`config.mk`:
```
export PLATFORM = sky130hd
export DESIGN_NAME = router_pkt_tx
export DESIGN_NICKNAME = d
export VERILOG_FILES = /design/src/rtl/router_pkt_tx.sv
export SDC_FILE = /design/constraint.sdc
export NUM_CORES = 1
export LEC_CHECK = 0
export ABC_AREA = 1
export BUFFER_PORTS_ARGS = -buffer_cell sky130_fd_sc_hd__buf_2
export CAP_MARGIN = 20
export CORE_UTILIZATION = 40
export DETAILED_ROUTE_END_ITERATION = 12
export PLACE_DENSITY = 0.65
export SLEW_MARGIN = 5
export SYNTH_ARGS = -nofsm -noshare
export SYNTH_HDL_FRONTEND = slang
export SYNTH_SLANG_ARGS = --single-unit
```
`constraint.sdc`:
```
create_clock -name clock -period 3.2 [get_ports clock]
set_input_delay 0.32 -clock clock [delete_from_list [all_inputs] [get_ports clock]]
set_output_delay 0.32 -clock clock [all_outputs]
set_load 0.01 [all_outputs]
```
`src/rtl/router_pkt_tx.sv`:
```
`default_nettype none
// ============================================================================
// Module   : router_pkt_tx
// Brief    : Router source port: queues payload, sends {len,addr} header, payload, parity.
// Revision : 1.0
// ============================================================================
module router_pkt_tx #(
    parameter int DEPTH      = 64,
    parameter int GAP_CYCLES = 2
) (
    input  logic        clock,
    input  logic        resetn,
    input  logic        wr_en,
    input  logic [7:0]  wr_data,
    output logic        wr_full,
    input  logic        cmd_valid,
    input  logic [1:0]  cmd_addr,
    input  logic [5:0]  cmd_len,
    input  logic        cmd_corrupt,
    output logic        cmd_ready,
    output logic        cmd_err,
    input  logic        busy,
    output logic [7:0]  data_out,
    output logic        pkt_valid,
    output logic        tx_done,
    output logic [15:0] pkt_cnt
);

    localparam int c_PTR_W = $clog2(DEPTH);
    localparam int c_CNT_W = c_PTR_W + 1;
    localparam int c_GAP_W = $clog2(GAP_CYCLES + 1);
    localparam logic [c_CNT_W-1:0] c_DEPTH    = c_CNT_W'(DEPTH);
    localparam logic [c_GAP_W-1:0] c_GAP_LAST = c_GAP_W'(GAP_CYCLES - 1);

    typedef enum logic [2:0] {
        S_IDLE = 3'd0,
        S_WAIT = 3'd1,
        S_HDR  = 3'd2,
        S_PLD  = 3'd3,
        S_PAR  = 3'd4,
        S_GAP  = 3'd5
    } state_t;

    state_t              r_state;
    logic [7:0]          r_mem [DEPTH];
    logic [c_PTR_W-1:0]  r_wr_ptr;
    logic [c_PTR_W-1:0]  r_rd_ptr;
    logic [c_CNT_W-1:0]  r_count;
    logic [c_CNT_W-1:0]  w_count_next;
    logic                r_wr_full;
    logic                w_push;
    logic                w_pop;
    logic [7:0]          w_head;

    logic [1:0]          r_addr;
    logic [5:0]          r_len;
    logic                r_corrupt;
    logic [5:0]          r_byte_cnt;
    logic [7:0]          r_parity;
    logic [c_GAP_W-1:0]  r_gap_cnt;
    logic                r_cmd_ready;
    logic                r_cmd_err;
    logic [7:0]          r_data_out;
    logic                r_pkt_valid;
    logic                r_tx_done;
    logic [15:0]         r_pkt_cnt;

    // A push while full is dropped even if a pop frees a slot in the same cycle.
    assign w_push = wr_en && (r_count != c_DEPTH);
    assign w_pop  = !busy && ((r_state == S_HDR) ||
                              ((r_state == S_PLD) && (r_byte_cnt < r_len)));
    assign w_head = r_mem[r_rd_ptr];

    always_comb begin
        w_count_next = r_count;
        case ({w_push, w_pop})
            2'b10:   w_count_next = r_count + c_CNT_W'(1);
            2'b01:   w_count_next = r_count - c_CNT_W'(1);
            default: w_count_next = r_count;
        endcase
    end

    always_ff @(posedge clock) begin
        if (w_push) begin
            r_mem[r_wr_ptr] <= wr_data;
        end
    end

    always_ff @(posedge clock) begin
        if (!resetn) begin
            r_wr_ptr  <= '0;
            r_rd_ptr  <= '0;
            r_count   <= '0;
            r_wr_full <= 1'b0;
        end else begin
            if (w_push) begin
                r_wr_ptr <= r_wr_ptr + c_PTR_W'(1);
            end
            if (w_pop) begin
                r_rd_ptr <= r_rd_ptr + c_PTR_W'(1);
            end
            r_count   <= w_count_next;
            r_wr_full <= (w_count_next == c_DEPTH);
        end
    end

    always_ff @(posedge clock) begin
        if (!resetn) begin
            r_state     <= S_IDLE;
            r_addr      <= 2'd0;
            r_len       <= 6'd0;
            r_corrupt   <= 1'b0;
            r_byte_cnt  <= 6'd0;
            r_parity    <= 8'd0;
            r_gap_cnt   <= '0;
            r_cmd_ready <= 1'b1;
            r_cmd_err   <= 1'b0;
            r_data_out  <= 8'd0;
            r_pkt_valid <= 1'b0;
            r_tx_done   <= 1'b0;
            r_pkt_cnt   <= 16'd0;
        end else begin
            r_cmd_err <= 1'b0;
            r_tx_done <= 1'b0;
            case (r_state)
                S_IDLE: begin
                    if (cmd_valid && r_cmd_ready) begin
                        if ((cmd_addr == 2'd3) || (cmd_len == 6'd0)) begin
                            r_cmd_err <= 1'b1;
                        end else begin
                            r_addr      <= cmd_addr;
                            r_len       <= cmd_len;
                            r_corrupt   <= cmd_corrupt;
                            r_cmd_ready <= 1'b0;
                            r_state     <= S_WAIT;
                        end
                    end
                end
                // Header only goes out once the whole payload is queued, so
                // pkt_valid can never drop mid-payload for lack of data.
                S_WAIT: begin
                    if (r_count >= c_CNT_W'(r_len)) begin
                        r_data_out  <= {r_len, r_addr};
                        r_parity    <= {r_len, r_addr};
                        r_pkt_valid <= 1'b1;
                        r_state     <= S_HDR;
                    end
                end
                S_HDR: begin
                    if (!busy) begin
                        r_data_out <= w_head;
                        r_parity   <= r_parity ^ w_head;
                        r_byte_cnt <= 6'd1;
                        r_state    <= S_PLD;
                    end
                end
                S_PLD: begin
                    if (!busy) begin
                        if (r_byte_cnt < r_len) begin
                            r_data_out <= w_head;
                            r_parity   <= r_parity ^ w_head;
                            r_byte_cnt <= r_byte_cnt + 6'd1;
                        end else begin
                            r_data_out  <= r_parity ^ {7'd0, r_corrupt};
                            r_pkt_valid <= 1'b0;
                            r_state     <= S_PAR;
                        end
                    end
                end
                S_PAR: begin
                    if (!busy) begin
                        r_data_out <= 8'd0;
                        r_tx_done  <= 1'b1;
                        r_pkt_cnt  <= r_pkt_cnt + 16'd1;
                        r_gap_cnt  <= '0;
                        r_state    <= S_GAP;
                    end
                end
                S_GAP: begin
                    if (r_gap_cnt == c_GAP_LAST) begin
                        r_cmd_ready <= 1'b1;
                        r_state     <= S_IDLE;
                    end else begin
                        r_gap_cnt <= r_gap_cnt + c_GAP_W'(1);
                    end
                end
                default: begin
                    r_pkt_valid <= 1'b0;
                    r_cmd_ready <= 1'b1;
                    r_state     <= S_IDLE;
                end
            endcase
        end
    end

    assign wr_full   = r_wr_full;
    assign cmd_ready = r_cmd_ready;
    assign cmd_err   = r_cmd_err;
    assign data_out  = r_data_out;
    assign pkt_valid = r_pkt_valid;
    assign tx_done   = r_tx_done;
    assign pkt_cnt   = r_pkt_cnt;

endmodule
`default_nettype wire

```
Word-level counts from Yosys, hierarchy flattened

Memories as Yosys holds them, arrays and structs flattened. A register that Yosys moved wholly into a read port is not among the register bits.
Cells that the tools add are included.

Register bits after elaboration: 76
Memory bits (writable): 512
Bits of input ports: 22
Output and inout bits: 29
Word-level logic and storage cells: 121
Memories: 1

Add/sub/neg operators: 7
Magnitude comparators: 2
Equality and inequality tests: 21
Multiplexer cells: 41
Bitwise operators: 6
Reductions and logical operators: 26

Memories:

| memory | words | bits a word | rd ports | clocked after memory_dff | wr ports | RTL line | text |
|---|---|---|---|---|---|---|---|
| r_mem  | 64    | 8           | 1        | 1                        | 1        | 45       | `logic [7:0] r_mem [DEPTH];` |

Operators by type and width:

| kind                  | number |
|---|---|
| $mux 8                | 8 |
| $pmux 8 s4            | 1 |
| $mux 6                | 5 |
| $mux 3                | 8 |
| $pmux 8 s3            | 1 |
| $add 6x1->6 const B   | 3 |
| $ne 2x2->1 const B    | 9 |
| $pmux 3 s6            | 1 |
| $add 16x1->16 const B | 1 |
| $pmux 7 s2            | 1 |
| $pmux 6 s2            | 1 |
| $reduce_and 4->1      | 3 |
| $mux 1                | 10 |
| $reduce_and 5->1      | 2 |
| $reduce_and 3->1      | 3 |
| $reduce_and 8->1      | 1 |
| $reduce_or 4->1       | 2 |
| $xor 8x1->8           | 1 |
| $xor 8x8->8           | 1 |
| $add 7x1->7 const B   | 1 |
| $eq 7x7->1 const B    | 1 |
| $ge 7x6->1            | 1 |
| $ne 7x7->1 const B    | 1 |
| $sub 7x1->7 const B   | 1 |
| 21 further kinds      | 36 |

Longest topological paths before layout

Depth after elaboration: 7
Depth in mapped cells: 26
Mapped depth without buffers: 24

Worst setup path after synthesis

No wires, ideal clock.

Kind: register -> register
From: register r_len[5]
To: register r_wr_full, in the netlist wr_full
Setup time: 0.113 ns
Arrival time: 3.039 ns
Data required time: 3.087 ns
Setup slack: 0.047 ns
Cell stages (with the launch flop): 27
Path buffers: 2
Period minus slack after synthesis: 3.153 ns
Cells stage by stage: dfxtp_1 > inv_1 > ha_1 > a21oi_1 > o21a_1 > nand2_1 > inv_2 > nand2_2 > nand2_4 > nand2_2 > inv_1 > buf_4 > ha_1 > buf_4 > xor2_1 > ha_1 > inv_1 > nand2_1 > nand3_1 > nand3_1 > nand2_1 > o21bai_1 > nand2_1 > nand3_1 > nand2_1 > nand3_1 > nor2_1

Cells in the longest elaborated chain, start to end: 7
Elaborated cells between the ends (all ways): 8
Those cells by class: order compare: 1; eq/ne: 3; mux: 1; reduce/logical: 3

Ends and longest elaborated chain:

| element                                         | RTL line | text |
|---|---|---|
| from (decl)                                     | 56       | `logic [5:0] r_len;` |
| from (signal assigned)                          | 132      | `r_len <= cmd_len;` |
| $lt 6x6->1 *                                    | 71       | `((r_state == S_PLD) && (r_byte_cnt < r_len)));` |
| $logic_and 1x1->1 *                             | 71       |  |
| $logic_or 1x1->1 *                              | 70       | `assign w_pop = !busy && ((r_state == S_HDR) \|\|` |
| $logic_and 1x1->1 *                             | 70       |  |
| $eq 2x1->1 / $eq 2x2->1 (equally long branches) | 76       | `case ({w_push, w_pop})` |
| $pmux 7 s2 *                                    | 76       |  |
| $eq 7x7->1 *                                    | 103      | `r_wr_full <= (w_count_next == c_DEPTH);` |
| to (signal assigned)                            | 103      |  |
| to (decl)                                       | 50       | `logic r_wr_full;` |

Mark *: on every way between the ends. The rest lies on a longest branch, timed or not.
A chain may end at the register's enable or synchronous reset.

Worst setup path after layout

From: register r_len[3]
To: register r_wr_full, in the netlist wr_full

Same word-level chain as after synthesis.

==> flow_metrics.env <==
export IMPL_status="complete, no violations"
export IMPL_slew_headroom_pct=31.9
export IMPL_maxCapViolCount=0
export IMPL_firstDrtPassIters=5
export IMPL_ys_warnings_count=0
export IMPL_yosysSeqAreaShare_pct=66.5
export IMPL_die_y_um=255
export IMPL_syn_inst=2411
export IMPL_vias_per_cell=5.27
export IMPL_path_max_fanout=4
export IMPL_worstReg2RegStart="r_len[3]"
export IMPL_drc=0
export IMPL_crit_path_end_kind="register"
export IMPL_syn_area_um2=25600
export IMPL_clock_sinks=594
export IMPL_dp_hpwl_um=39600
export IMPL_final_cell_mix="nand2_1, edfxtp_1, nand3_1, nor2_1, buf_4"
export IMPL_antenna_found_initial=0
export IMPL_grt_pass1_vias=17300
export IMPL_critical_path_class="reg -> reg"
export IMPL_ys_types=46
export IMPL_die_x_um=255
export IMPL_crit_path_start_kind="register"
export IMPL_ys_seq_elements=594
export IMPL_post_place_cells=3291
export IMPL_area_growth_pct=14.2
export IMPL_skew_ns=0.0247
export IMPL_clk_path_buf_depth=3
export IMPL_overflow=0
export IMPL_grt_pass1_wl_um=100000
export IMPL_ios=51
export IMPL_rr_worst_depth=24
export IMPL_core_um2=63100
export IMPL_clkTransAtPathRegs_ns=0.06
export IMPL_period_share_pct=90.3
export IMPL_rows=92
export IMPL_synthArstFlopShare_pct=0
export IMPL_dieArea_um2=65000
export IMPL_drive_gt1_share_pct=12.3
export IMPL_wire_per_inst_um=19.2
export IMPL_cts_tree="yes"
export IMPL_nets=2552
export IMPL_worstPathArrival_ns=3.41
export IMPL_syn_area_per_cell_um2=10.6
export IMPL_routed_top_layer="met4"
export IMPL_post_route_min_period_ns=2.89
export IMPL_final_common_cell="nand2_1"
export IMPL_reg2reg_to="wr_full"
export IMPL_start_util_pct=40.5
export IMPL_p_per_area_nw_per_um2=670
export IMPL_portBuffers=50
export IMPL_grt_setup_unrepaired="no"
export IMPL_grt_total_usage_pct=20.2
export IMPL_holdPathStages=5
export IMPL_gp_congestion=0.912
export IMPL_ant_nets=0
export IMPL_ys_top_cells_by_area="edfxtp_1, nand2_1, nand3_1"
export IMPL_final_cell_count_no_fill=3406
export IMPL_holdWs_ns=0.0481
export IMPL_r2r_setup_slack_ns=0.31
export IMPL_cts_htree_levels=2
export IMPL_diodes=0
export IMPL_holdCritStartpoint="cmd_valid"
export IMPL_grt_max_degree=143
export IMPL_wl_met2_um=31100
export IMPL_setup_viol=0
export IMPL_drt_iter0_drc=1784
export IMPL_drv_slew=0
export IMPL_vias=17900
export IMPL_critical_path_required_ns=3.72
export IMPL_synth_edf_count=512
export IMPL_postSynthNetCount=2452
export IMPL_ir_drop_uv=524
export IMPL_setup_tns_ns=0
export IMPL_insertion_delay_ns=0.63
export IMPL_p_leak_nw=10.9
export IMPL_fmax_mhz=346
export IMPL_drt_total_wl_um=65300
export IMPL_synth_main_ff_cell="edfxtp_1"
export IMPL_yosys_area_top_type="edfxtp_1"
export IMPL_wirelength_met1_um=28000
export IMPL_numCtsBuffers=59
export IMPL_finalHoldViolCount=0
export IMPL_clock_root_buffer="clkbuf_16"
export IMPL_tightest_slew_ns=1.02
export IMPL_hold_path_endpoint="cmd_err"
export IMPL_wl_met3_um=4110
export IMPL_hold_class="in -> reg"
export IMPL_synth_top_cell_area_share_pct=60.1
==> cells in the mapped netlist, types with 2 or more instances <==
cell / count
nand3_1: 468
inv_1: 86
nor2_8: 2
buf_4: 16
a31oi_1: 3
nand3_2: 3
dfxtp_1: 82
nor3_4: 2
ha_1: 19
nor2_2: 2
o22ai_1: 4
nand2_4: 6
o21bai_1: 2
nor2_1: 101
buf_2: 53
o21ai_0: 42
nand2_1: 796
a211oi_1: 2
buf_1: 10
buf_6: 29
xnor2_1: 3
inv_2: 9
nand2_2: 4
o21a_1: 11
a21oi_1: 62
nand4_2: 2
clkbuf_1: 15
nand4_1: 21
inv_6: 3
or2_2: 2
nor3b_1: 2
xor2_1: 10
edfxtp_1: 512
nor2_4: 5
nor3_1: 11
==> sequential cells by signal, summed over array words and instances, names as in the netlist, 6 cells and up, named ones only <==
name / flops
r_mem: 512
pkt_cnt: 16
data_out: 8
r_parity: 8
r_count: 7
r_byte_cnt: 6
r_len: 6
r_rd_ptr: 6
r_wr_ptr: 6
==> power by group <==
group	internal (mW)	switching [mW]
Combinational	1.13	2.52
Clock	4.19	2.99
Sequential	8.58	0.150
Total	13.9	5.67
==> routing by layer <==
metal | global-route usage [%] | vias to the layer above
li1 | - | 8515
met1 | 27.3 | 8662
met2 | 33.2 | 644
met3 | 2.43 | 124
met4 | 7.70 | 0
met5 | 0 | -
==> kinds of logic after synthesis <==
group           synth area share (%)
simple gates                    24.6
xor+xnor                       0.445
fa+ha+maj                      0.930
buf+inv                         4.73
compound gates                  2.77
flops                           66.5
==> repair_timing <==
action,4_1_cts,5_1_grt
buffers inserted,0,1
resized for setup,0,17
endpoints found under the setup margin,0,4
hold endpoints to repair,4,0
hold buffers,4,0
==> area by class of cell <==
class | instances | area (um2)
fillers | 5791 | 33900
flip-flops and latches | 594 | 17000
multi-input cells | 1594 | 7420
clock buffers | 65 | 1570
repair buffers | 163 | 1270
well taps | 846 | 1060
clock inverters | 45 | 455
inverters | 99 | 392
==> worst max-delay path, stage by stage, from the launching register on <==
cell      delay [ns]
dfxtp_1         0.33
inv_1           0.05
ha_1            0.32
a21oi_2         0.14
o21a_1          0.13
nand2_1         0.06
inv_2           0.09
nand2_2         0.10
nand2_4         0.08
nand2_2         0.06
inv_2           0.08
ha_4            0.16
xor2_2          0.16
ha_1            0.16
inv_1           0.04
nand2_1         0.08
nand3_1         0.10
nand3_2         0.11
nand2_1         0.06
o21bai_1        0.12
nand2_1         0.09
nand3_1         0.08
nand2_1         0.05
nand3_1         0.09
nor2_1          0.06
==> worst max path at each step <==
stage	from	endpoint	depth (start not counted)
floorplan	r_len[5]	wr_full	26
global placement	r_len[5]	wr_full	22
detailed placement	r_len[5]	wr_full	24
CTS	r_len[5]	wr_full	24
global route	r_len[3]	wr_full	22
finish	r_len[3]	wr_full	24
==> metrics by stage <==
stage / power (mW) / worst slack [ns] / utilization, % / area, um2
after global routing: 20.3 / 0.0165 / 46.3 / 29200
after CTS: 19.6 / 0.0377 / 46.1 / 29100
final: 19.6 / 0.310 / 46.3 / 29200
after floorplan: 11.4 / 0.0471 / - / 25600
after detailed placement: 12.5 / 0.113 / 42.9 / 27000
after global placement: 12.4 / 0.0642 / 42.9 / 27000
Note: power is estimated with default switching activity, not from simulation.
